===== src/rtl/countdown_ctrl_if.sv =====
// rtl/countdown_ctrl_if.sv - control/status bundle between the countdown sequencer and its environment
interface countdown_ctrl_if;
  logic       vsync_in;
  logic       start_in;
  logic       abort_in;
  logic [1:0] digit_out;
  logic       countdown_active;
  logic       digit_visible;
  logic       game_start;
  logic       game_run;

  modport master (
    output vsync_in, start_in, abort_in,
    input  digit_out, countdown_active, digit_visible, game_start, game_run
  );

  modport slave (
    input  vsync_in, start_in, abort_in,
    output digit_out, countdown_active, digit_visible, game_start, game_run
  );
endinterface


===== src/rtl/countdown_ctrl.sv =====
// rtl/countdown_ctrl.sv - 3-2-1 start-screen countdown sequenced on vsync rising edges
// Optional macro COUNTDOWN_BLINK_EN blanks the glyph for the last quarter of each digit.
module countdown_ctrl #(
  parameter int FRAMES_PER_DIGIT = 60,
  parameter int CNT_W            = 8
) (
  input logic             pclk,
  input logic             reset,
  countdown_ctrl_if.slave bus
);

  localparam logic [2:0] S_IDLE = 3'd0;
  localparam logic [2:0] S_C3   = 3'd1;
  localparam logic [2:0] S_C2   = 3'd2;
  localparam logic [2:0] S_C1   = 3'd3;
  localparam logic [2:0] S_RUN  = 3'd4;

  localparam logic [CNT_W-1:0] CNT_LAST = CNT_W'(FRAMES_PER_DIGIT - 1);

  logic [2:0]       state, state_nxt;
  logic [CNT_W-1:0] frame_cnt, cnt_nxt;
  logic             vsync_d, start_d;
  logic             frame_tick, start_edge;
  logic [1:0]       digit_nxt;
  logic             active_nxt;
  logic             visible_nxt;

  assign frame_tick = bus.vsync_in & ~vsync_d;
  assign start_edge = bus.start_in & ~start_d;

  always_comb begin
    state_nxt = state;
    cnt_nxt   = frame_cnt;
    if (bus.abort_in) begin
      state_nxt = S_IDLE;
      cnt_nxt   = '0;
    end else begin
      case (state)
        S_IDLE: begin
          if (start_edge) begin
            state_nxt = S_C3;
            cnt_nxt   = '0;
          end
        end
        S_C3, S_C2, S_C1: begin
          if (frame_tick) begin
            if (frame_cnt == CNT_LAST) begin
              cnt_nxt = '0;
              case (state)
                S_C3:    state_nxt = S_C2;
                S_C2:    state_nxt = S_C1;
                default: state_nxt = S_RUN;
              endcase
            end else begin
              cnt_nxt = frame_cnt + 1'b1;
            end
          end
        end
        S_RUN:   state_nxt = S_RUN;
        default: begin
          state_nxt = S_IDLE;
          cnt_nxt   = '0;
        end
      endcase
    end
  end

  always_comb begin
    digit_nxt = 2'd0;
    case (state_nxt)
      S_C3:    digit_nxt = 2'd3;
      S_C2:    digit_nxt = 2'd2;
      S_C1:    digit_nxt = 2'd1;
      default: digit_nxt = 2'd0;
    endcase
  end

  assign active_nxt = (state_nxt == S_C3) || (state_nxt == S_C2) || (state_nxt == S_C1);

`ifdef COUNTDOWN_BLINK_EN
  localparam logic [CNT_W-1:0] VIS_LIMIT = CNT_W'(FRAMES_PER_DIGIT - FRAMES_PER_DIGIT / 4);
  assign visible_nxt = active_nxt && (cnt_nxt < VIS_LIMIT);
`else
  assign visible_nxt = active_nxt;
`endif

  // Edge-detect history resets high so a level already asserted at release is not an event.
  always_ff @(posedge pclk or negedge reset) begin
    if (!reset) begin
      vsync_d              <= 1'b1;
      start_d              <= 1'b1;
      state                <= S_IDLE;
      frame_cnt            <= '0;
      bus.digit_out        <= 2'd0;
      bus.countdown_active <= 1'b0;
      bus.digit_visible    <= 1'b0;
      bus.game_start       <= 1'b0;
      bus.game_run         <= 1'b0;
    end else begin
      vsync_d              <= bus.vsync_in;
      start_d              <= bus.start_in;
      state                <= state_nxt;
      frame_cnt            <= cnt_nxt;
      bus.digit_out        <= digit_nxt;
      bus.countdown_active <= active_nxt;
      bus.digit_visible    <= visible_nxt;
      bus.game_start       <= (state == S_C1) && (state_nxt == S_RUN);
      bus.game_run         <= (state_nxt == S_RUN);
    end
  end

endmodule


===== src/flat_wrapper.sv =====
// flat-port wrapper written by rule: the top's interface ports become plain ports
module countdown_ctrl_flat 
#(
  parameter int FRAMES_PER_DIGIT = 60,
  parameter int CNT_W            = 8
)
  (pclk, reset, bus_vsync_in, bus_start_in, bus_abort_in, bus_digit_out, bus_countdown_active, bus_digit_visible, bus_game_start, bus_game_run);
  countdown_ctrl_if bus_i ();
  input logic pclk;
  input logic reset;
  input wire logic [$bits(bus_i.vsync_in)-1:0] bus_vsync_in;
  input wire logic [$bits(bus_i.start_in)-1:0] bus_start_in;
  input wire logic [$bits(bus_i.abort_in)-1:0] bus_abort_in;
  output wire logic [$bits(bus_i.digit_out)-1:0] bus_digit_out;
  output wire logic [$bits(bus_i.countdown_active)-1:0] bus_countdown_active;
  output wire logic [$bits(bus_i.digit_visible)-1:0] bus_digit_visible;
  output wire logic [$bits(bus_i.game_start)-1:0] bus_game_start;
  output wire logic [$bits(bus_i.game_run)-1:0] bus_game_run;
  assign bus_i.vsync_in = bus_vsync_in;
  assign bus_i.start_in = bus_start_in;
  assign bus_i.abort_in = bus_abort_in;
  assign bus_digit_out = bus_i.digit_out;
  assign bus_countdown_active = bus_i.countdown_active;
  assign bus_digit_visible = bus_i.digit_visible;
  assign bus_game_start = bus_i.game_start;
  assign bus_game_run = bus_i.game_run;
  countdown_ctrl #(.FRAMES_PER_DIGIT(FRAMES_PER_DIGIT), .CNT_W(CNT_W)) u_core (.pclk(pclk), .reset(reset), .bus(bus_i));
endmodule

===== config.mk =====
export PLATFORM = sky130hd
export DESIGN_NAME = countdown_ctrl_flat
export DESIGN_NICKNAME = d
export VERILOG_FILES = /design/src/rtl/countdown_ctrl_if.sv /design/src/rtl/countdown_ctrl.sv /design/src/flat_wrapper.sv
export SDC_FILE = /design/constraint.sdc
export NUM_CORES = 1
export LEC_CHECK = 0
export CORE_MARGIN = 10
export CORE_UTILIZATION = 30
export DETAILED_ROUTE_END_ITERATION = 10
export MAX_ROUTING_LAYER = met4
export PLACE_DENSITY = 0.58
export SLEW_MARGIN = 30
export SYNTH_ARGS = -nofsm -noshare
export SYNTH_HDL_FRONTEND = slang
export SYNTH_SLANG_ARGS = --single-unit

===== constraint.sdc =====
create_clock -name pclk -period 4.2 [get_ports pclk]
set_input_delay 0.42 -clock pclk [delete_from_list [all_inputs] [get_ports pclk]]
set_output_delay 0.42 -clock pclk [all_outputs]
set_load 0.01 [all_outputs]

==> out/qor.yml <==
status: "completed"
post_drt_via_cell_ratio: 5.149
die_w_microns: 75.03
critPathLaunchType: "input pin"
vdd_drop_max_mv: 0.1842
wl_met3_microns: 90
hpwl_microns: 1172
drive_above_1_share_pct: 10.00
synth.top_cells.by_area: "dfrtp_1 (44%), dfstp_2 (5.8%), a31oi_1 (5.5%)"
timing.fmax_ghz: 0.5381
clockBufferDepth: 2
fin_cells: 121
crit_arrival_ps: 2070
crit_path_cell_trace: "clkdlybuf4s50_1 > or3b_1 > a32oi_4 > nand2_2 > o31ai_1"
gpl.final_weighted_congestion: 0.7670
ys_seq_elements: 18
start_util_pct: 32.11
grt_pass1_vias: 576
power_uw: 318.2
dr.pass1.iters: 4
clock_skew_ps: 7.283
slew_violations: 0
n_antenna_cell: 0
die_area_sq_mm: 0.005629
cts-root-buf: "clkbuf_4"
grt_pass1_wl_microns: 2766
grt_max_degree: 19
syn-num-nets: 87
cts.repair.resized: 0
antenna_left: 0
min_period_ps: 1858
cts_max_level: 1
m1WireLength_microns: 772
holdCritPathClass: "flip-flop to flip-flop"
ys_warn_count: 0
holdBufCountCts: 0
cp_slowest_cell: "clkdlybuf4s50_1"
period_share_pct: 44.25
fillCellCount: 289
cts_buffers: 3
cts_sinks: 18
async_reset_ff_share_pct: 100.0
grt_antenna_before_repair: 0
final_cell_area_sq_mm: 0.001035
ys.flop_type: "dfrtp_1"
cp.required_ps: 4410
final_common_cell: "dfrtp_1"
vias: 623
core_sq_mm: 0.002829
setup_viol: 0
drt_iter0_drc: 8
num-nets-final: 97
clkTransAtPathRegs_ps: 100
max_stage_delay_ps: 490
hold_violations: 0
cts_tree: "done"
multi_input_area_sq_um: 391.6
slew_headroom_pct: 47.65
synth_cells: 81
final_cell_mix: "dfrtp_1 (16), clkdlybuf4s50_1 (10), a31oi_1 (8)"
numPlacedInstances: 117
yosysSeqAreaShare_pct: 49.86
synth_top_area_share_pct: 44.08
register_area_sq_um: 452.9
crit_type: "input pin to flip-flop"
utilization_pct: 36.58
drt-total-wl_microns: 1587
finalSetupTns_ps: 0
power_density_mw_per_mm2: 307.5
placed_area_sq_um: 998.5
dr.max_layer_used: "met4"
synth_cell_types: 36
rsz0062_at_grt: "false"
portBuffers: 10
synth_area_sq_um: 908.4
path_max_fanout: 13
grt_overflow: 0
postCtsSetupRepairBufs: 0
drc: 0
io_pins: 11
synth_area_per_cell_sq_um: 11.21
wire_per_inst_microns: 13.12
synthToLayoutAreaGrowth_pct: 13.91
clock_latency_ps: 290
die_y_microns: 75.03
worst_pin_slew_ps: 782.7
synth_area_leader_cell: "dfrtp_1"
synth_edf_count: 0
cap_violations: 0
crit_path_end_kind: "flip-flop"
rows: 19
met2WireLength_microns: 696
power_leakage_nw: 0.4332
track_usage_pct: 6.483
power by group:
part | total (mW) | internal, mW | switching [mW]
clock network | 0.103 | 0.0528 | 0.0507
logic | 0.0340 | 0.0147 | 0.0193
registers | 0.181 | 0.178 | 0.00241
total | 0.318 | 0.246 | 0.0724
worst paths after layout:
check                                                  end  cells past startpoint  slack [ps]                      start
hold / removal                   u_core.state[1]$_DFF_PN0_                      1         500  u_core.state[2]$_DFF_PN0_
max in group asynchronous  u_core.frame_cnt[4]$_DFFE_PN0P_                      1        3130                      reset
min in group asynchronous        u_core.state[1]$_DFF_PN0_                      1         580                      reset
setup / recovery           u_core.frame_cnt[6]$_DFFE_PN0P_                      5        2340               bus_start_in
setup reg to reg           u_core.frame_cnt[6]$_DFFE_PN0P_                      4        2410  u_core.state[1]$_DFF_PN0_
hold reg to reg                  u_core.state[1]$_DFF_PN0_                      1         500  u_core.state[2]$_DFF_PN0_
synthesized netlist by cell type (2+ instances only):
cell / n
dfrtp_1: 16
a31oi_1: 8
nand2b_1: 6
and3_1: 4
inv_1: 4
buf_6: 3
nor2_1: 3
nor3_1: 3
a211oi_1: 2
a21oi_1: 2
buf_4: 2
dfstp_2: 2
nand2_1: 2
o21bai_1: 2
sequential cells by signal, indices dropped and copies added (netlist names):
name / flops
u_core.bus.countdown_active: 1
u_core.bus.digit_out: 2
u_core.bus.game_run: 1
u_core.bus.game_start: 1
u_core.frame_cnt: 8
u_core.start_d: 1
u_core.state: 3
u_core.vsync_d: 1
cell type report:
class / instances / area share, %
sequential: 18 / 43.77
clock buffer: 4 / 3.507
inverter: 4 / 1.451
multi-input combinational: 54 / 37.85
tap: 31 / 3.748
timing repair buffer: 10 / 9.674
critical path: cells and delay by family:
| family | cells | cell delay, ps |
|---|---|---|
| AOI/OAI and AO/OA | 2 | 630 |
| and+or+nand+nor | 2 | 530 |
| buffers and inverters | 1 | 490 |
metrics by stage:
stage / hold slack (ps) / setup slack [ps]
floorplan: 124.4 / 2676
global placement: 474.1 / 2093
detailed placement: 475.2 / 2023
CTS: 503.5 / 2337
global route: 527.9 / 2245
finish: 499.1 / 2342
cell families (layout without fill, tap and decap cells):
group	Yosys count	count (layout)	synth area share [%]
DFF	18	18	49.86
xor gates and xnor gates	1	1	0.9644
adders and majority gates	1	1	1.377
muxes	1	1	1.102
AOI/OAI and AO/OA	23	23	19.42
and+or+nand+nor	28	28	20.25
buffers and inverters	9	18	7.024
per-layer routing:
| layer | vias to the layer above | global-route usage (%) |
|---|---|---|
| met1 | 299 | 8.569 |
| met2 | 10 | 8.571 |
| met3 | 2 | 2.497 |
| met4 | 0 | 2.521 |
| met5 | - | - |
| li1 | 312 | - |
(Power assumes the default switching activity.)
